--- config.mk ---
export PLATFORM = sky130hd
export DESIGN_NAME = n64_poll_scheduler
export DESIGN_NICKNAME = d
export VERILOG_FILES = /design/src/rtl/n64_pkg.sv /design/src/rtl/n64_interval_timer.sv /design/src/rtl/n64_poll_scheduler.sv
export SDC_FILE = /design/constraint.sdc
export NUM_CORES = 1
export LEC_CHECK = 0
export CORE_MARGIN = 2
export CORE_UTILIZATION = 50
export CTS_CLUSTER_DIAMETER = 200
export DETAILED_ROUTE_END_ITERATION = 8
export PLACE_DENSITY = 0.86
export RECOVER_POWER = 25
export SYNTH_ARGS = -nofsm -noshare
export SYNTH_HDL_FRONTEND = slang
export SYNTH_HIERARCHICAL = 1
export SYNTH_SLANG_ARGS = --single-unit
--- constraint.sdc ---
create_clock -name clk -period 3.3 [get_ports clk]
set_input_delay 0.33 -clock clk [delete_from_list [all_inputs] [get_ports clk]]
set_output_delay 0.33 -clock clk [all_outputs]
set_load 0.05 [all_outputs]
--- src/rtl/n64_pkg.sv ---
// Shared constants and state encoding for the N64 controller poll scheduler.
// Optional macro N64_PROBE_EN adds the identify-probe state.
package n64_pkg;

   localparam logic [7:0] CMD_POLL = 8'h01;
   localparam logic [7:0] CMD_INFO = 8'h00;

   localparam int POLL_PERIOD_DEF = 1666667;
   localparam int RX_TIMEOUT_DEF  = 20000;
   localparam int MAX_RETRY_DEF   = 3;
   localparam int CNT_W_DEF       = 21;
   localparam int TX_START_WIN    = 4;

   typedef enum logic [2:0] {
      ST_IDLE,
      ST_LAUNCH,
      ST_WAIT_TX_START,
      ST_WAIT_TX_END,
      ST_WAIT_RX,
      ST_WAIT_PERIOD
`ifdef N64_PROBE_EN
      , ST_PROBE
`endif
   } n64_state_e;

endpackage

--- src/rtl/n64_interval_timer.sv ---
// Saturating up-counter with clear, load and a >= terminal-count compare.
module n64_interval_timer #(
   parameter int CNT_W = 21
) (
   input  logic             clk,
   input  logic             rst_n,
   input  logic             en,
   input  logic             clr,
   input  logic             load,
   input  logic [CNT_W-1:0] load_val,
   input  logic [CNT_W-1:0] tc_val,
   output logic             tc
);

   logic [CNT_W-1:0] cnt;

   // Saturation keeps a long wait from wrapping back below the compare value.
   always_ff @(posedge clk or negedge rst_n) begin
      if (!rst_n)
         cnt <= '0;
      else if (clr)
         cnt <= '0;
      else if (load)
         cnt <= load_val;
      else if (en && (cnt != '1))
         cnt <= cnt + CNT_W'(1);
   end

   assign tc = (cnt >= tc_val);

endmodule

--- src/rtl/n64_poll_scheduler.sv ---
// Periodic poll sequencer for the N64 controller link write/read bit engines.
// Optional macro N64_PROBE_EN adds an identify probe and the dev_id port.
//
//   state            | meaning
//   ST_IDLE          | scheduling off, outputs quiet
//   ST_LAUNCH        | wait for write engine idle, then pulse wr_en (poll)
//   ST_PROBE         | as LAUNCH but sends identify (N64_PROBE_EN only)
//   ST_WAIT_TX_START | wait up to 4 cycles for wr_busy to rise
//   ST_WAIT_TX_END   | command shifting, wait for wr_busy to fall
//   ST_WAIT_RX       | response window, rd_done or timeout
//   ST_WAIT_PERIOD   | idle until the poll period elapses or poll_now
module n64_poll_scheduler
   import n64_pkg::*;
#(
   parameter int POLL_PERIOD = POLL_PERIOD_DEF,
   parameter int RX_TIMEOUT  = RX_TIMEOUT_DEF,
   parameter int MAX_RETRY   = MAX_RETRY_DEF,
   parameter int CNT_W       = CNT_W_DEF
) (
   input  logic        clk,
   input  logic        rst_n,
   input  logic        enable,
   input  logic        poll_now,
   output logic        wr_en,
   output logic [7:0]  wr_cmd,
   input  logic        wr_busy,
   input  logic        rd_done,
   input  logic [31:0] rd_data,
   output logic [31:0] buttons,
   output logic        buttons_valid,
   output logic        link_ok,
   output logic [7:0]  fail_cnt
`ifdef N64_PROBE_EN
   ,
   output logic [15:0] dev_id
`endif
);

   localparam logic [CNT_W-1:0] PER_TC    = CNT_W'(POLL_PERIOD - 1);
   localparam logic [CNT_W-1:0] RX_TC     = CNT_W'(RX_TIMEOUT - 1);
   localparam logic [CNT_W-1:0] TXS_TC    = CNT_W'(TX_START_WIN - 1);
   localparam logic [CNT_W-1:0] PER_START = CNT_W'(1);
   localparam logic [7:0]       RETRY_LAST = 8'(MAX_RETRY - 1);

   n64_state_e       state, state_nxt, launch_st, done_st;
   logic             launch, rsp_ok, rsp_fail, rsp_clr, per_clr;
   logic [7:0]       launch_cmd;
   logic             per_tc, rsp_tc;
   logic [CNT_W-1:0] rsp_tc_val;
   logic [7:0]       retry_cnt;

   // Period timer reads 1 in the wr_en cycle, so PER_TC lands launches exactly POLL_PERIOD apart.
   n64_interval_timer #(.CNT_W(CNT_W)) u_per_tmr (
      .clk      (clk),
      .rst_n    (rst_n),
      .en       (1'b1),
      .clr      (per_clr),
      .load     (launch),
      .load_val (PER_START),
      .tc_val   (PER_TC),
      .tc       (per_tc)
   );

   n64_interval_timer #(.CNT_W(CNT_W)) u_rsp_tmr (
      .clk      (clk),
      .rst_n    (rst_n),
      .en       (1'b1),
      .clr      (launch | rsp_clr),
      .load     (1'b0),
      .load_val ('0),
      .tc_val   (rsp_tc_val),
      .tc       (rsp_tc)
   );

   assign rsp_tc_val = (state == ST_WAIT_TX_START) ? TXS_TC : RX_TC;
   assign done_st    = enable ? ST_WAIT_PERIOD : ST_IDLE;

`ifdef N64_PROBE_EN
   logic need_probe;
   assign launch_st = need_probe ? ST_PROBE : ST_LAUNCH;
`else
   assign launch_st = ST_LAUNCH;
`endif

   always_ff @(posedge clk or negedge rst_n) begin
      if (!rst_n)
         state <= ST_IDLE;
      else
         state <= state_nxt;
   end

   always_comb begin
      state_nxt  = state;
      launch     = 1'b0;
      launch_cmd = CMD_POLL;
      rsp_ok     = 1'b0;
      rsp_fail   = 1'b0;
      rsp_clr    = 1'b0;
      per_clr    = 1'b0;
      case (state)
         ST_IDLE: begin
            if (enable) begin
`ifdef N64_PROBE_EN
               state_nxt = ST_PROBE;
`else
               state_nxt = ST_LAUNCH;
`endif
            end
         end
         ST_LAUNCH: begin
            if (!enable)
               state_nxt = ST_IDLE;
            else if (!wr_busy) begin
               launch    = 1'b1;
               state_nxt = ST_WAIT_TX_START;
            end
         end
`ifdef N64_PROBE_EN
         ST_PROBE: begin
            launch_cmd = CMD_INFO;
            if (!enable)
               state_nxt = ST_IDLE;
            else if (!wr_busy) begin
               launch    = 1'b1;
               state_nxt = ST_WAIT_TX_START;
            end
         end
`endif
         ST_WAIT_TX_START: begin
            if (wr_busy)
               state_nxt = ST_WAIT_TX_END;
            else if (rsp_tc) begin
               rsp_fail  = 1'b1;
               state_nxt = done_st;
            end
         end
         ST_WAIT_TX_END: begin
            if (!wr_busy) begin
               rsp_clr   = 1'b1;
               state_nxt = ST_WAIT_RX;
            end
         end
         ST_WAIT_RX: begin
            if (rd_done) begin
               rsp_ok    = 1'b1;
               state_nxt = done_st;
            end else if (rsp_tc) begin
               rsp_fail  = 1'b1;
               state_nxt = done_st;
            end
         end
         ST_WAIT_PERIOD: begin
            if (!enable)
               state_nxt = ST_IDLE;
            else if (poll_now) begin
               per_clr   = 1'b1;
               state_nxt = launch_st;
            end else if (per_tc)
               state_nxt = launch_st;
         end
         default: state_nxt = ST_IDLE;
      endcase
   end

   always_ff @(posedge clk or negedge rst_n) begin
      if (!rst_n) begin
         wr_en         <= 1'b0;
         wr_cmd        <= CMD_POLL;
         buttons       <= '0;
         buttons_valid <= 1'b0;
         link_ok       <= 1'b0;
         fail_cnt      <= '0;
         retry_cnt     <= '0;
      end else begin
         wr_en         <= launch;
         buttons_valid <= 1'b0;
         if (launch)
            wr_cmd <= launch_cmd;
         if (rsp_ok) begin
            link_ok   <= 1'b1;
            retry_cnt <= '0;
            if (wr_cmd == CMD_POLL) begin
               buttons       <= rd_data;
               buttons_valid <= 1'b1;
            end
         end else if (rsp_fail) begin
            if (fail_cnt != 8'hFF)
               fail_cnt <= fail_cnt + 8'd1;
            if (retry_cnt >= RETRY_LAST) begin
               link_ok   <= 1'b0;
               retry_cnt <= '0;
            end else
               retry_cnt <= retry_cnt + 8'd1;
         end
      end
   end

`ifdef N64_PROBE_EN
   // A probe is owed after each probe launch until it succeeds, and after link loss.
   always_ff @(posedge clk or negedge rst_n) begin
      if (!rst_n) begin
         dev_id     <= '0;
         need_probe <= 1'b0;
      end else begin
         if (rsp_ok) begin
            need_probe <= 1'b0;
            if (wr_cmd == CMD_INFO)
               dev_id <= rd_data[31:16];
         end else if (rsp_fail && link_ok && (retry_cnt >= RETRY_LAST))
            need_probe <= 1'b1;
         else if (launch && (launch_cmd == CMD_INFO))
            need_probe <= 1'b1;
      end
   end
`endif

endmodule

* After elaboration in Yosys (flattened, before gate mapping)
Index checks and enable logic that the tools add are counted.
** Word-level totals
- Input port bits :: 38
- Output and inout port bits :: 51
- Logic and storage cells :: 76
- Register bits after elaboration :: 96
** Cells by class
- Reduce and logical (&&, ||, !) cells :: 8
- Magnitude comparators :: 3
- $add $sub $neg :: 4
- Bitwise logic cells :: 2
- Equal/unequal tests :: 12
- Muxes and demuxes :: 38
** Operators with widths (number)
- 2-to-1 mux 21 bit :: 5
- adder 21 x 1 -> 21 bit, second input constant :: 2
- != test 21 bit, second input constant :: 2
- 2-to-1 mux 3 bit :: 11
- 2-to-1 mux 8 bit :: 3
- >= comparator 21 x 15 -> 1 bit :: 1
- >= comparator 21 bit, second input constant :: 1
- one-hot mux 3 bit (6 select lines) :: 1
- adder 8 x 1 -> 8 bit, second input constant :: 2
- 2-to-1 mux 1 bit :: 16
- 2-to-1 mux 15 bit :: 1
- >= comparator 8 x 2 -> 1 bit, second input constant :: 1
- != test 8 bit, second input constant :: 1
- == test 3 x 2 -> 1 bit, second input constant :: 2
- == test 3 bit, second input constant :: 2
- nonzero test 2 bit :: 3
- != test 2 bit, second input constant :: 2
- != test 4 bit, second input constant :: 1
- AND reduction 4 bit :: 1
- == test 3 x 1 -> 1 bit, second input constant :: 1
- zero test 3 bit :: 1
- != test 3 bit, second input constant :: 1
- AND reduction 3 bit :: 1
- nonzero test 3 bit :: 1
- 4 further kinds :: 4

* Depth between registers and ports, before layout
Gate-level depths: netlist (run 1).
- Word-level depth :: 8
- Depth in mapped cells :: 14
- Mapped depth without buffers :: 13

* Modules after synthesis
The synthesis (run 1) kept the hierarchy.
** By module, submodules not included
- n64_interval_timer :: seq. area each 525.5 um^2, times used 2, cells each 217, area an instance 1871.8 um^2
- n64_poll_scheduler :: seq. area each 1351.3 um^2, times used 1, cells each 204, area an instance 2483.6 um^2

* Least setup slack after synthesis (run 1)
Ideal clock, no wire load.
- Kind :: register -> register
- Start :: reg state[1]
- End :: reg fail_cnt[1]
- Arrival time :: 2.573 ns
- Path buffers :: 1
- Required time :: 3.175 ns
- Path slack :: 0.603 ns
- Stages on the path, launching flop included :: 15
- Library setup time :: 0.125 ns
- Clock period less this slack :: 2.697 ns
- Path through :: dfrtp_1 buf_4 nor2b_1 nand2_1 inv_1 ha_1 a21oi_1 nor2b_1 o21ai_0 o211ai_1 a211o_1 and2b_1 o21ai_2 nor2_1 mux2_2
** Between the ends
- Cells in the longest elaborated chain, start to end :: 7
- Elaborated cells between the ends (all ways) :: 11
- Classes of those cells :: order compare: 1; eq/ne: 2; mux: 6; bitwise: 1; reduce/logical: 1
** RTL lines
- start: declaration :: line n64_poll_scheduler.sv:45 : n64_state_e state, state_nxt, launch_st, done_st;
- start signal: assignment :: line n64_poll_scheduler.sv:89 : state <= state_nxt;
- == test 3 x 2 -> 1 bit (*) :: line n64_poll_scheduler.sv:75 : assign rsp_tc_val = (state == ST_WAIT_TX_START) ? TXS_TC : RX_TC;
- 2-to-1 mux 15 bit (*) :: line n64_poll_scheduler.sv:75
- via rsp_tc_val[10] :: line n64_poll_scheduler.sv:49 : logic [CNT_W-1:0] rsp_tc_val;
- >= comparator 21 x 15 -> 1 bit (*) :: line n64_interval_timer.sv:29 : assign tc = (cnt >= tc_val);
- via rsp_tc :: line n64_poll_scheduler.sv:48 : logic per_tc, rsp_tc;
- 2-to-1 mux 1 bit (*) :: line n64_poll_scheduler.sv:132, n64_poll_scheduler.sv:147
- 2-to-1 mux 1 bit (on tied branches) :: line n64_poll_scheduler.sv:144, n64_poll_scheduler.sv:130
- one-hot mux 1 bit (2 select lines) (*) :: line n64_poll_scheduler.sv:100 : case (state)
- AND reduction 3 bit (no source line) (*)
- end signal: assignment :: line n64_poll_scheduler.sv:188 : fail_cnt <= fail_cnt + 8'd1;
- end: declaration :: line n64_poll_scheduler.sv:32 : output logic [7:0] fail_cnt
Mark *: on every way through the listed nets, which the timed path passes. The rest lies on a longest branch.
A chain may end at the register's enable or synchronous reset.

* Worst setup path after layout (run 1)
- Start :: reg state[1]
- End :: reg retry_cnt[5]
** Between the ends
- Cells in the longest elaborated chain, start to end :: 7
- Elaborated cells between the ends (all ways) :: 11
- Classes of those cells :: order compare: 1; eq/ne: 2; mux: 7; reduce/logical: 1
** RTL lines
- == test 3 x 2 -> 1 bit (*) :: line n64_poll_scheduler.sv:75
- 2-to-1 mux 15 bit (*) :: line n64_poll_scheduler.sv:75
- via rsp_tc_val[10] :: line n64_poll_scheduler.sv:49
- >= comparator 21 x 15 -> 1 bit (*) :: line n64_interval_timer.sv:29
- via rsp_tc :: line n64_poll_scheduler.sv:48
- 2-to-1 mux 1 bit (*) :: line n64_poll_scheduler.sv:132, n64_poll_scheduler.sv:147
- 2-to-1 mux 1 bit (on tied branches) :: line n64_poll_scheduler.sv:144, n64_poll_scheduler.sv:130
- one-hot mux 1 bit (2 select lines) (*) :: line n64_poll_scheduler.sv:100
- nonzero test 2 bit (no source line) (*)
- end signal: assignment :: line n64_poll_scheduler.sv:193 : retry_cnt <= retry_cnt + 8'd1;
- end: declaration :: line n64_poll_scheduler.sv:50 : logic [7:0] retry_cnt;
Marks and branches as above.

==> results of run 1 <==
[worst paths after layout]
| kind | start | endpoint | cells past startpoint |
|---|---|---|---|
| setup / recovery | state[1] | retry_cnt[5] | 13 |
| hold / removal | rst_n | u_per_tmr/cnt[7] | 1 |
| setup reg to reg | state[1] | retry_cnt[5] | 13 |
| hold reg to reg | buttons[7] | buttons[7] | 1 |
| max in group asynchronous | rst_n | buttons[4] | 2 |
| min in group clk | buttons[7] | buttons[7] | 1 |
[power groups by stage]
stage               sequential [uW]  combinational [uW]  clock, uW
global route                   2140                3200       1110
detailed placement             2080                2930          0
global placement               2050                2850          0
finish                         2070                2950       1030
floorplan                      2710                1390          0
CTS                            2060                2950       1050
[metrics by stage]
step	utilization [%]	instances	hold WS [ns]	cell area [um2]	power, uW
after global routing	64.4	972	0.467	7770	6450
after global placement	62.0	956	0.444	7480	4900
after CTS	64.5	972	0.0749	7770	6060
after floorplan	-	735	0.0344	6590	4100
final	64.4	972	0.320	7770	6050
after detailed placement	62.0	956	0.444	7480	5000
[worst register-to-register path, stage by stage (launching register included)]
cell       delay [ns]
dfrtp_1          0.37
nor2b_1          0.15
nand2_1          0.21
inv_1            0.07
ha_1             0.31
a21oi_1          0.13
nor2b_1          0.05
o21ai_0          0.14
o211ai_1         0.11
a211o_1          0.36
nor2_1           0.19
a2bb2oi_1        0.37
a211oi_2         0.13
nor2_1           0.16
[logic make-up (layout without fill, tap and decap cells)]
group / Yosys count / count (layout) / synth area share, %
xor+xnor: 30 / 30 / 4.22
other cells: 2 / 99 / 0.121
simple gates: 195 / 195 / 18.1
mux: 36 / 36 / 6.47
buf+inv: 86 / 155 / 6.17
flops: 96 / 96 / 38.6
fa+ha+maj: 47 / 47 / 9.44
compound gates: 146 / 146 / 16.9
[flip-flops by register name, summed over array words and instances, names as in the netlist]
name / count
buttons: 32
u_per_tmr/cnt: 21
u_rsp_tmr/cnt: 21
fail_cnt: 8
retry_cnt: 8
state: 3
buttons_valid: 1
link_ok: 1
wr_en: 1
[layout make-up]
class | count | area, um2
timing repair buffer | 90 | 867
fill | 953 | 4290
tap | 168 | 210
inverter | 49 | 184
sequential | 96 | 2400
clock buffer | 9 | 225
multi-input combinational | 553 | 3810
clock inverter | 7 | 67.6
[routing by layer]
layer  part of all wire [%]  wire length [um]
met2                     48              6650
met5                      0                 0
met1                     46              6330
met4                    2.1               287
met3                    3.6               498
[cells in the mapped netlist (all sizes together), types with 3 or more instances]
| cell | count |
|---|---|
| a211o | 4 |
| or3 | 6 |
| nand3b | 3 |
| xnor2 | 6 |
| nor2b | 8 |
| o21bai | 9 |
| a21o | 7 |
| nor3b | 4 |
| a41oi | 5 |
| a211oi | 31 |
| mux2 | 34 |
| o31ai | 3 |
| a21oi | 27 |
| nand2 | 29 |
| nor2 | 57 |
| and2 | 8 |
| o2111ai | 8 |
| and4 | 15 |
| o211ai | 9 |
| o21a | 5 |
| nand3 | 17 |
| xor2 | 24 |
| nor3 | 6 |
| buf | 21 |
| a31oi | 8 |
| inv | 47 |
| nor4b | 3 |
| and3 | 9 |
| o21ai | 17 |
| dfrtp | 96 |
| ha | 47 |
| clkbuf | 16 |
| a311oi | 4 |
| or4 | 4 |
| nand4 | 17 |
==> run_results.csv, run 1 <==
group,metric,value,unit
sta,post-route-period-util,85.7,%
yosys,yosysWarnings,6,
sta,tns,0,ns
hold_path,hp-class,"in -> async",
global_routing,met2_usage,35.4,%
pwr,power_leakage,0.00358,uW
floorplanning,placementRows,40,
clocking,clock-sinks,96,
sta,timing.fmax,0.354,GHz
clocking,cts_root_buffer,"clkbuf_16",
clocking,post_cts_buffers,0,
global_routing,use_met1,29.3,%
worst_setup_path,start_kind,"flop",
pwr,ir_drop,0.557,mV
worst_setup_path,r2r_setup_slack,0.47,ns
sta,setup_slack,0.472,ns
global_routing,groute.usage.overall,21.8,%
global_routing,overflow,0,
status,outcome,"finished with violations",
clocking,cts_buffers,9,
finish,syn_to_final_growth,24.7,%
clocking,clk_pin_slew_worst_paths,0.07,ns
worst_setup_path,cp_max_fo,7,
yosys,synth_cell_types,66,
global_routing,top_usage_layer,"met2",
detailed_routing,via_per_inst,5.24,
sta,hold_viol,0,
sta,skew,0.00488,ns
floorplanning,die_h,116,um
yosys,async_reset_ff_share,100,%
sta,tightest_slew,1.50,ns
detailed_routing,drtIter0Drc,184,
finish,layout_commonest_cell,"conb_1",
floorplanning,core_area,12100,um2
detailed_routing,num_vias,5091,
clocking,cts_tree,"built",
worst_setup_path,crit_buf_inv,1,
sta,grt_setup_unrepaired,"false",
detailed_routing,wl,13800,um
global_routing,grt_max_degree,60,
clocking,cts_max_level,3,
global_routing,grt_pass1_wl,23400,um
worst_setup_path,timing.critical_path.slowest_stage_cell,"dfrtp_1",
clocking,clkLatencyLatePin,0.35,ns
pwr,p_int,3360,uW
detailed_routing,wl_per_cell,14.2,um
place,post-place-ws,0.462,ns
pwr,switching_share,44.5,%
sta,slew_viol_final,29,
global_routing,gr-usage-met3,3.82,%
place,gp_congestion,0.854,
detailed_routing,drc_errors,0,
place,dp_hpwl,10100,um
pwr,powerDensity,779,nW/um2
detailed_routing,drtAntennaViolNets,0,
clocking,cts.path.max_buffers,2,
worst_setup_path,end_kind,"flop",
finish,nets,884,
pwr,p_clk_share,17.1,%
sta,slew_headroom,-0.0770,%
yosys,postSynthAreaPerCell,9.76,um2
yosys,ys.flop_type,"dfrtp_1",
sta,finalCriticalPeriod,2.83,ns
worst_setup_path,crit_chain,"nor2b_1 -> nand2_1 -> inv_1 -> ha_1 -> a21oi_1 -> nor2b_1 -> o21ai_0 -> o211ai_1 -> a211o_1 -> nor2_1 -> a2bb2oi_1 -> a211oi_2 -> nor2_1",
finish,drive_above_1_share,9.95,%
flow_run,drv_cap,0,
detailed_routing,first_pass_iters,4,
yosys,ys_ff_latch,96,
status,violations,"slew limit",
sta,setup_viol,0,
worst_setup_path,cp.arrival,3.10,ns
pwr,pwr-share-comb,48.7,%
yosys,synth_edf_count,0,
clocking,ctsResizeCount,0,
yosys,syn_inst,638,
global_routing,grt_pass1_vias,4995,
place,port_buffers,80,
worst_setup_path,cp_top_family,"compound AO/OA/AOI/OAI gates",
clocking,cts_hold_buf,0,
yosys,synth_top_area_share,38.6,%
yosys,yosys.area.top_type,"dfrtp_1",
floorplanning,die_w,116,um
pwr,switching_power,2690,uW
worst_setup_path,cp.required,3.58,ns
floorplanning,initial_core_util,51.6,%
floorplanning,ioPinCount,89,
yosys,yosys-top-cells-area,"dfrtp_1 (39%), ha_1 (9.4%), mux2_2 (6.0%)",
finish,final_cell_mix,"conb_1 (99), dfrtp_1 (96), clkdlybuf4s50_1 (79)",
worst_setup_path,worstSetupPathType,"reg -> reg",
worst_setup_path,cpPeakStageDelay,0.37,ns
global_routing,antenna_found_initial,0,
floorplanning,die-area,13400,um2
yosys,synth_area,6230,um2
finish,diodes,0,
yosys,seq_area_frac_synth,38.6,%
pwr,sequentialPowerShare,34.2,%
No activity file was read; power rests on OpenSTA's default activity.
==> inputs of run 2 (changes only) <==
--- a/config.mk
+++ b/config.mk
@@ -6,10 +6,10 @@
 export NUM_CORES = 1
 export LEC_CHECK = 0
 export CORE_MARGIN = 2
-export CORE_UTILIZATION = 50
+export CORE_UTILIZATION = 40
 export CTS_CLUSTER_DIAMETER = 200
 export DETAILED_ROUTE_END_ITERATION = 8
-export PLACE_DENSITY = 0.86
+export PLACE_DENSITY = 0.74
 export RECOVER_POWER = 25
 export SYNTH_ARGS = -nofsm -noshare
 export SYNTH_HDL_FRONTEND = slang
==> run 2 against run 1 <==
  * The flow finishes with violations (capacitance limit, slew limit)
  * Utilization is 13 points lower
  * Critical endpoint is now fail_cnt[1]
  * Critical path depth stayed put
  * Highest routed layer unchanged
  * Fmax fell by 2.2%
  * Largest cell class unchanged
  * Hold slack improved by 0.18 ns
==> run_results.csv, run 2 (synthesis results as in run 1) <==
group,metric,value,unit
status,outcome,"finished with violations",
status,violations,"capacitance limit, slew limit",
worst_setup_path,cp.required,3.55,ns
hold_path,min_path_cells,1,
clocking,ctsResizeCount,0,
pwr,powerDensity,774,nW/um2
clocking,post_cts_buffers,0,
clocking,clkLatencyLatePin,0.36,ns
detailed_routing,drc_errors,0,
worst_setup_path,cp.arrival,3.14,ns
global_routing,antenna_found_initial,0,
global_routing,grt_pass1_wl,22900,um
sta,timing.fmax,0.346,GHz
global_routing,groute.usage.overall,16.9,%
finish,drive_above_1_share,9.96,%
floorplanning,die_h,129,um
hold_path,min_to,"retry_cnt[7]",
clocking,cts_tree,"built",
sta,grt_setup_unrepaired,"false",
detailed_routing,num_vias,5009,
pwr,p_clk_share,17.6,%
finish,diodes,0,
global_routing,overflow,0,
finish,multi_input_area,3810,um2
floorplanning,initial_core_util,41.0,%
worst_setup_path,end_kind,"flop",
clocking,cts_hold_buf,0,
sta,tns,0,ns
sta,holdWs,0.499,ns
worst_setup_path,cp_top_family,"compound AO/OA/AOI/OAI gates",
clocking,clk_pin_slew_worst_paths,0.07,ns
sta,hold_viol,0,
global_routing,grt_pass1_vias,4877,
worst_setup_path,cpPeakStageDelay,0.38,ns
sta,slew_viol_final,97,
worst_setup_path,ff2ff_path_depth,13,
detailed_routing,wl_per_cell,13.4,um
worst_setup_path,start_kind,"flop",
worst_setup_path,r2r-end,"fail_cnt[1]",
sta,setup_viol,0,
finish,syn_to_final_growth,25.2,%
pwr,switching_power,2680,uW
floorplanning,core_area,15200,um2
worst_setup_path,crit_path_frequent_cell,"nor2_1",
floorplanning,die-area,16600,um2
detailed_routing,drtAntennaViolNets,0,
sta,slew_headroom,-61.2,%
worst_setup_path,worstSetupPathType,"reg -> reg",
hold_path,hp-class,"reg -> reg",
floorplanning,placementRows,45,
worst_setup_path,crit_buf_inv,1,
clocking,cts_max_level,3,
sta,skew,0.00593,ns
place,port_buffers,80,
place,gp_congestion,0.841,
pwr,pwr-share-comb,48.3,%
finish,reg_top3,"buttons x32, u_per_tmr/cnt x21, u_rsp_tmr/cnt x21",
sta,post-route-period-util,87.6,%
finish,final_cell_mix,"conb_1 (99), dfrtp_1 (96), clkdlybuf4s50_1 (79)",
detailed_routing,drtIter0Drc,191,
pwr,switching_share,44.4,%
clocking,clock-sinks,96,
detailed_routing,first_pass_iters,5,
pwr,ir_drop,0.455,mV
finish,seqCellArea,2400,um2
worst_setup_path,r2r_setup_slack,0.41,ns
floorplanning,die_w,129,um
finish,nets,883,
detailed_routing,wl,13300,um
hold_path,hp-start,"retry_cnt[7]",
detailed_routing,via_per_inst,5.05,
worst_setup_path,cp_max_fo,7,
pwr,sequentialPowerShare,34.1,%
floorplanning,ioPinCount,89,
worst_setup_path,crit_chain,"nor2b_1 -> nand2_1 -> inv_1 -> ha_1 -> a21oi_1 -> nor2_1 -> a211oi_1 -> o21ai_0 -> a211o_1 -> and2b_1 -> o21ai_2 -> nor2_1 -> mux2_2",
flow_run,drv_cap,1,
sta,finalCriticalPeriod,2.89,ns
finish,largest_register,"buttons",
finish,largest_reg_flops,32,
worst_setup_path,r2r_start,"state[2]",
clocking,cts_buffers,9,
sta,tightest_slew,2.42,ns
clocking,cts.path.max_buffers,2,
pwr,p_int,3350,uW
pwr,power_leakage,0.00357,uW
place,dp_hpwl,9470,um
finish,fill_cells,1374,
global_routing,grt_max_degree,97,
clocking,cts_root_buffer,"clkbuf_16",
worst_setup_path,timing.critical_path.slowest_stage_cell,"dfrtp_1",
finish,layout_commonest_cell,"conb_1",
-- run 2: cell types whose count changed in the layout (fill, tap and decap cells not counted), sizes merged --
cell      before  now
inv           52   51
clkinvlp       1    2
buf            9    8
-- run 2: power groups by stage --
stage | Combinational [uW] | Sequential (uW) | Clock (uW)
6_report | 2920 | 2060 | 1060
5_1_grt | 3190 | 2130 | 1130
4_1_cts | 2930 | 2050 | 1090
3_5_place_dp | 2920 | 2070 | 0
3_3_place_gp | 2870 | 2050 | 0
2_1_floorplan | 1390 | 2710 | 0
-- run 2: how the worst max path moves through the flow --
stage,from,depth (start not counted),to
after floorplan,state[1],14,fail_cnt[1]
final,state[2],13,fail_cnt[1]
after CTS,state[2],13,fail_cnt[1]
after global routing,state[2],13,retry_cnt[1]
after global placement,state[2],13,fail_cnt[1]
after detailed placement,state[2],13,fail_cnt[1]
-- run 2: through the flow --
step / utilization, % / std cells / area [um2] / worst slack (ns) / total power, uW
floorplan: - / 735 / 6590 / 0.603 / 4100
global placement: 49.4 / 975 / 7510 / 0.547 / 4930
detailed placement: 49.4 / 975 / 7510 / 0.483 / 4990
CTS: 51.4 / 991 / 7810 / 0.445 / 6070
global route: 51.3 / 991 / 7790 / 0.0922 / 6450
finish: 51.3 / 991 / 7790 / 0.410 / 6040
-- run 2: cell type report --
| type | count | share of cell area, % |
|---|---|---|
| clock buffer | 9 | 2.89 |
| clock inverter | 7 | 0.947 |
| inverter | 49 | 2.36 |
| multi-input combinational | 553 | 48.9 |
| sequential | 96 | 30.8 |
| tap | 188 | 3.02 |
| timing repair buffer | 89 | 11.1 |
-- run 2: worst reg2reg max path, cell delays in order (launching register included) --
cell and delay [ns]:
dfrtp_1 0.38, nor2b_1 0.21, nand2_1 0.20, inv_1 0.10, ha_1 0.24, a21oi_1 0.13, nor2_1 0.07, a211oi_1 0.22
o21ai_0 0.12, a211o_1 0.32, and2b_1 0.22, o21ai_2 0.15, nor2_1 0.13, mux2_2 0.28
-- run 2: per-layer routing --
| metal | up-vias | GRT usage (%) | wire length [um] |
|---|---|---|---|
| li1 | 2543 | - | - |
| met1 | 2382 | 22.4 | 6290 |
| met2 | 74 | 28.2 | 6390 |
| met3 | 10 | 2.91 | 469 |
| met4 | 0 | 5.18 | 174 |
| met5 | - | 0 | 0 |
==> inputs of run 3 (changes only) <==
--- a/config.mk
+++ b/config.mk
@@ -9,7 +9,8 @@
 export CORE_UTILIZATION = 40
 export CTS_CLUSTER_DIAMETER = 200
 export DETAILED_ROUTE_END_ITERATION = 8
-export PLACE_DENSITY = 0.74
+export DONT_BUFFER_PORTS = 1
+export PLACE_DENSITY = 0.66
 export RECOVER_POWER = 25
 export SYNTH_ARGS = -nofsm -noshare
 export SYNTH_HDL_FRONTEND = slang
==> run 3 against run 2 <==
  * The run now ends clean
  * Non-clock buffer count down 79
  * Register-to-register slack better by 0.08 ns
  * Setup slack better by 0.084 ns
  * Hold slack got worse by 0.40 ns
  * Combinational power fell by 43%
  * Via count is 7.2% lower
  * Utilization down 5.0 points
  * Sequential share of layout area increased by 3.3 points
  * Critical endpoint unchanged
==> run_results.csv, run 3 (synthesis results as in run 1) <==
group,metric,value,unit
hold_path,min_path_cells,1,
clocking,post_cts_buffers,0,
worst_setup_path,start_kind,"flop",
sta,tns,0,ns
sta,grt_setup_unrepaired,"false",
global_routing,grt_pass1_vias,4458,
sta,tightest_slew,0.623,ns
finish,largest_reg_flops,32,
floorplanning,core_area,15200,um2
worst_setup_path,end_kind,"flop",
sta,post-route-period-util,85.0,%
pwr,powerDensity,796,nW/um2
global_routing,grt_max_degree,97,
sta,setup_viol,0,
sta,hold_viol,0,
hold_path,hp-start,"rd_data[7]",
global_routing,antenna_found_initial,0,
finish,final_cell_mix,"conb_1 (99), dfrtp_1 (96), nor2_1 (57)",
finish,fill_cells,1437,
sta,timing.fmax,0.356,GHz
worst_setup_path,r2r_setup_slack,0.49,ns
detailed_routing,wl_per_cell,13.7,um
sta,skew,0.00683,ns
status,outcome,"completed",
finish,drive_above_1_share,10.8,%
pwr,ir_drop,0.584,mV
place,dp_hpwl,8830,um
worst_setup_path,crit_path_frequent_cell,"nor2b_1",
clocking,cts_max_level,3,
detailed_routing,via_per_inst,5.09,
clocking,clkLatencyLatePin,0.36,ns
floorplanning,die_h,129,um
global_routing,overflow,0,
detailed_routing,num_vias,4646,
detailed_routing,drtAntennaViolNets,0,
floorplanning,placementRows,45,
detailed_routing,wl,12500,um
clocking,cts_buffers,9,
worst_setup_path,r2r-end,"fail_cnt[1]",
detailed_routing,drtIter0Drc,175,
sta,slew_viol_final,0,
finish,multi_input_area,3810,um2
place,post_dp_cell_area,6690,um2
global_routing,grt_pass1_wl,21300,um
place,gp_congestion,0.837,
global_routing,groute.usage.overall,15.9,%
floorplanning,ioPinCount,89,
finish,reg_top3,"buttons x32, u_per_tmr/cnt x21, u_rsp_tmr/cnt x21",
hold_path,hp-class,"in -> reg",
worst_setup_path,cp.arrival,3.05,ns
flow_run,drv_cap,0,
worst_setup_path,worstSetupPathType,"reg -> reg",
clocking,cts.path.max_buffers,2,
worst_setup_path,r2r_start,"state[1]",
worst_setup_path,crit_chain,"nor2b_1 -> nand2_1 -> inv_1 -> ha_1 -> a21oi_1 -> nor2b_1 -> o21ai_0 -> o211ai_1 -> a211o_1 -> and2b_1 -> o21ai_2 -> nor2_1 -> mux2_2",
detailed_routing,drc_errors,0,
worst_setup_path,cpPeakStageDelay,0.38,ns
worst_setup_path,timing.critical_path.slowest_stage_cell,"dfrtp_1",
sta,finalCriticalPeriod,2.81,ns
finish,layout_commonest_cell,"conb_1",
sta,slew_headroom,58.4,%
finish,diodes,0,
floorplanning,initial_core_util,41.0,%
floorplanning,die_w,129,um
finish,largest_register,"buttons",
finish,seqCellArea,2400,um2
place,port_buffers,0,
finish,nets,804,
clocking,cts_tree,"built",
clocking,clock-sinks,96,
worst_setup_path,ff2ff_path_depth,13,
worst_setup_path,cp.required,3.55,ns
floorplanning,die-area,16600,um2
worst_setup_path,cp_max_fo,7,
finish,finalInstanceArea,7030,um2
pwr,power_leakage,0.00329,uW
hold_path,min_to,"buttons[7]",
finish,syn_to_final_growth,13.0,%
clocking,cts_root_buffer,"clkbuf_16",
clocking,clk_pin_slew_worst_paths,0.07,ns
detailed_routing,first_pass_iters,4,
## run 3: cell count changes in the layout (fill, tap and decap cells not counted)
cell	delta
dlygate4sd3_1	+1
clkbuf_2	-1
clkinvlp_4	-1
clkbuf_4	-1
clkdlybuf4s50_1	-79
inv_6	+1
buf_16	+1
inv_8	-2
clkinv_8	-1
bufinv_16	+1
clkinv_4	+1
clkbuf_1	+1
## run 3: through the flow
stage	power (uW)	hold WS, ns	util [%]	cells	worst slack, ns
floorplan	4100	0.0344	-	735	0.603
global placement	4460	0.0369	44.0	894	0.547
detailed placement	4500	0.0369	44.0	894	0.493
CTS	5640	0.0913	46.3	912	0.487
global route	6010	0.103	46.3	912	0.244
finish	5600	0.103	46.3	912	0.494
## run 3: metal layers
metal  GRT usage (%)  routed length (um)  share of wire [%]  up-vias
li1                -                   -                  -     2400
met1            21.8                6050                 48     2178
met2            24.7                5760                 46       55
met3            3.04                 465                3.7       13
met4            6.39                 223                1.8        0
met5               0                   0                  0        -
## run 3: timing repair
item                                   CTS  global route
hold buffers                             2             0
resized for setup                        0             0
endpoints found under the hold margin   96             0
## run 3: layout make-up
class                   instances  share of cell area, %
well taps                     188                   3.34
clock inverters                 6                   1.07
flip-flops and latches         96                   34.2
inverters                      49                   2.61
clock buffers                  10                   3.26
multi-input cells             553                   54.2
repair buffers                 10                   1.39
## run 3: how the worst max path moves through the flow
stage | cells past startpoint | slack (ns) | start | end
floorplan | 14 | 0.60 | state[1] | fail_cnt[1]
global placement | 13 | 0.55 | state[2] | fail_cnt[1]
detailed placement | 13 | 0.49 | state[1] | fail_cnt[1]
CTS | 13 | 0.49 | state[1] | fail_cnt[1]
global route | 13 | 0.24 | state[1] | retry_cnt[2]
finish | 13 | 0.49 | state[1] | fail_cnt[1]
## run 3: worst max-delay path, delay by kind of cell, from the launching register on
| family | cells | cell delay (ns) |
|---|---|---|
| mux | 1 | 0.28 |
| fa+ha+maj | 1 | 0.31 |
| flops | 1 | 0.38 |
| compound gates | 5 | 0.90 |
| simple gates | 5 | 0.75 |
| buf+inv | 1 | 0.07 |
## run 3: power by group
group | switching (uW) | total, uW | internal (uW) | leakage (uW)
Sequential | 1230 | 2840 | 1610 | 0.00119
Combinational | 853 | 1670 | 818 | 0.00195
Clock | 490 | 1090 | 600 | 0.000146
==> RTL edit (settings of run 2) <==
Re-encode `n64_state_e` (6 states) as one-hot, 6 bits wide.
--- a/src/rtl/n64_pkg.sv
+++ b/src/rtl/n64_pkg.sv
@@ -13,9 +13,9 @@
 
-   typedef enum logic [2:0] {
-      ST_IDLE,
-      ST_LAUNCH,
-      ST_WAIT_TX_START,
-      ST_WAIT_TX_END,
-      ST_WAIT_RX,
-      ST_WAIT_PERIOD
+   typedef enum logic [5:0] {
+      ST_IDLE          = 6'b000001,
+      ST_LAUNCH        = 6'b000010,
+      ST_WAIT_TX_START = 6'b000100,
+      ST_WAIT_TX_END   = 6'b001000,
+      ST_WAIT_RX       = 6'b010000,
+      ST_WAIT_PERIOD   = 6'b100000
 `ifdef N64_PROBE_EN
Function: no difference found for any inputs over 10 cycles, from zero or initial values and one cycle with rst_n low; not proved beyond that.
==> RTL edit against run 2 <==
  * Sequential cell count up 3
  * Critical path depth fell by 1
  * Fmax is 8.8% lower
  * Count of clock-buffer cells in the layout did not move
  * The run still ends with capacitance limit, slew limit left
  * Critical endpoint unchanged
  * Wire length increased by 4.9%
  * Cell area grew 3.2%
  * Area after synthesis increased by 1.6%
  * Highest routed layer unchanged
  * Core utilization increased by 1.2 points
  * Global-route usage rose by 0.37 points
  * Setup slack worse by 0.28 ns
Power is not compared: it rests on default switching activity, and its combinational part moved more than twofold at a synthesized area within 25%.
==> RTL edit: results (changes against run 2) <==
| Metric | Value |
|---|---|
| FF-to-FF Start | state[1] |
| Setup slack, reg-to-reg | 0.13 ns (-0.28 ns) |
| CTS Buffer Depth | 2 (unchanged) |
| Pre-antenna DRT Iters | 4 (-1) |
| GPL Wtd Cong | 0.808 (-3.9%) |
| Placed cells | 1069 (+9.6%) |
| Pre-CTS setup slack | 0.0552 ns (-0.427 ns) |
| Worst Reg-to-Reg Cells | 12 (-1) |
| Initial antenna violation count | 0 (unchanged) |
| Max-slew violation count | 39 (-60%) |
| Largest net degree at the start of global routing | 62 (-36%) |
| Vias | 5260 (+5.0%) |
| Vias in the first global route | 4953 (+1.6%) |
| Antenna Cells | 0 (unchanged) |
| Net count, final | 956 (+8.3%) |
| Clk_skew | 0.00606 ns (+0.000125 ns) |
| WL final | 14.0 mm (+4.9%) |
| Initial DRC count | 327 (+71%) |
| Maximum capacitance violations | 1 (unchanged) |
| Slew @ Worst Pin | 2.17 ns (-0.244 ns) |
| Largest regs | buttons x32, u_per_tmr/cnt x21, u_rsp_tmr/cnt x21 |
| WL/cell | 12.9 µm (-4.3%) |
| Hold crit path type | reg -> reg |
| Ranking of synthesized cells by area | dfrtp_1 (39%), ha_1 (9.3%), nand2_1 (7.3%) |
| Hold_sp | buttons[10] |
| Slowest Stage Delay on Critical Path | 0.54 ns (+0.16 ns) |
| CP arrival | 3.41 ns (+0.27 ns) |
| Final critical-path share of the clock period | 96.0% (+8.4 points) |
| Library cells used by synthesis | 65 (-1.5%) |
| Crit-path slowest cell | or4_4 |
| Hold Vio Cnt, Final | 0 (unchanged) |
| Sequential element share of the synthesized area | 39.2% (+0.59 points) |
| CP max FO | 8 (+1) |
| Worst vdd ir | 0.257 mV |
| Ys flop type | dfrtp_1 |
| Fraction of final layout cells sized beyond drive strength 1 | 6.62% (-3.3 points) |
| Global-route usage over all layers | 17.2% (+0.37 points) |
| Synth cell count leaders | nand2_1 (123), dfrtp_1 (98), nor2_1 (48) |
| Synth Instances | 708 (+11%) |
| Failing checks | capacitance limit, slew limit |
| DP HPWL | 10.2 mm (+7.5%) |
| Outcome | finished with violations |
| First-pass GRT wire length | 23.6 mm (+3.1%) |
| Clock transition at the registers of the reported paths | 0.08 ns |
| CP endpoint | fail_cnt[1] |
RTL edit: cell count changes in the layout (fill, tap and decap cells not counted), sizes merged, moves of 4 or more:
cell | run 2 | this run
nand2 | 29 | 125
mux2 | 34 | 2
and3 | 9 | 17
nor2 | 57 | 48
inv | 51 | 47
nor3 | 6 | 1
buf | 8 | 15
nand3 | 17 | 24
RTL edit: worst max-delay path, delay by kind of cell (launching register included):
| family | cells | cell delay, ns |
|---|---|---|
| buffers and inverters | 1 | 0.08 |
| DFF | 1 | 0.38 |
| adders and majority gates | 1 | 0.24 |
| AOI/OAI and AO/OA | 5 | 0.86 |
| and+or+nand+nor | 4 | 1.21 |
| muxes | 1 | 0.29 |
RTL edit: worst min path at each step:
stage | cells past startpoint | slack, ns | end
floorplan | 0 | 0.03 | buttons[0]
global placement | 1 | 0.34 | fail_cnt[0]
detailed placement | 1 | 0.35 | fail_cnt[2]
CTS | 2 | 0.48 | buttons[23]
global route | 3 | 0.48 | buttons[6]
finish | 2 | 0.47 | buttons[10]
RTL edit: report_power, final:
part / internal, µW / switching (µW) / leakage [µW] / total, µW
Sequential: 1420 / 273 / 0.00128 / 1690
Combinational: 562 / 598 / 0.00239 / 1160
Clock: 689 / 514 / 0.000168 / 1200
RTL edit: what timing repair did:
action,CTS,global route
setup endpoints to repair,0,8
hold endpoints to repair,38,0
hold buffers,1,0
setup buffers,0,1
gates resized for setup,0,3
RTL edit: per-layer routing:
metal	global-route usage [%]	wire length, µm	share of wire [%]
met5	0	0	0
met2	28.9	6870	49
met3	3.81	400	2.9
met4	3.42	61	0.44
met1	23.1	6650	48
RTL edit: logic make-up after synthesis:
logic type               count (synthesis)  synth area share, %
flip-flops                              99                 39.2
XOR/XNOR                                32                 4.43
other                                    2                0.119
AO/OA/AOI/OAI                          138                 15.6
AND/OR/NAND/NOR                        298                 24.6
adder cells (fa/ha/maj)                 47                 9.29
multiplexers                             4                0.731
buffers and inverters                   88                 6.03
RTL edit: layout make-up:
cell class	instances	area, µm²
clock inverter	7	119
clock buffer	9	225
multi-input combinational	618	3850
sequential	99	2480
timing repair buffer	96	930
inverter	47	176
fill	1418	7270
tap	211	264
RTL edit: per-stage QoR:
stage / setup TNS [ns] / util, % / instance area, µm² / hold slack (ns)
final: 0 / 52.5 / 8040 / 0.473
after CTS: 0 / 52.4 / 8030 / 0.479
after global routing: -0.0126 / 52.5 / 8040 / 0.479
after floorplan: 0 / - / 6700 / 0.0344
after global placement: 0 / 50.1 / 7680 / 0.341
after detailed placement: 0 / 50.1 / 7680 / 0.346
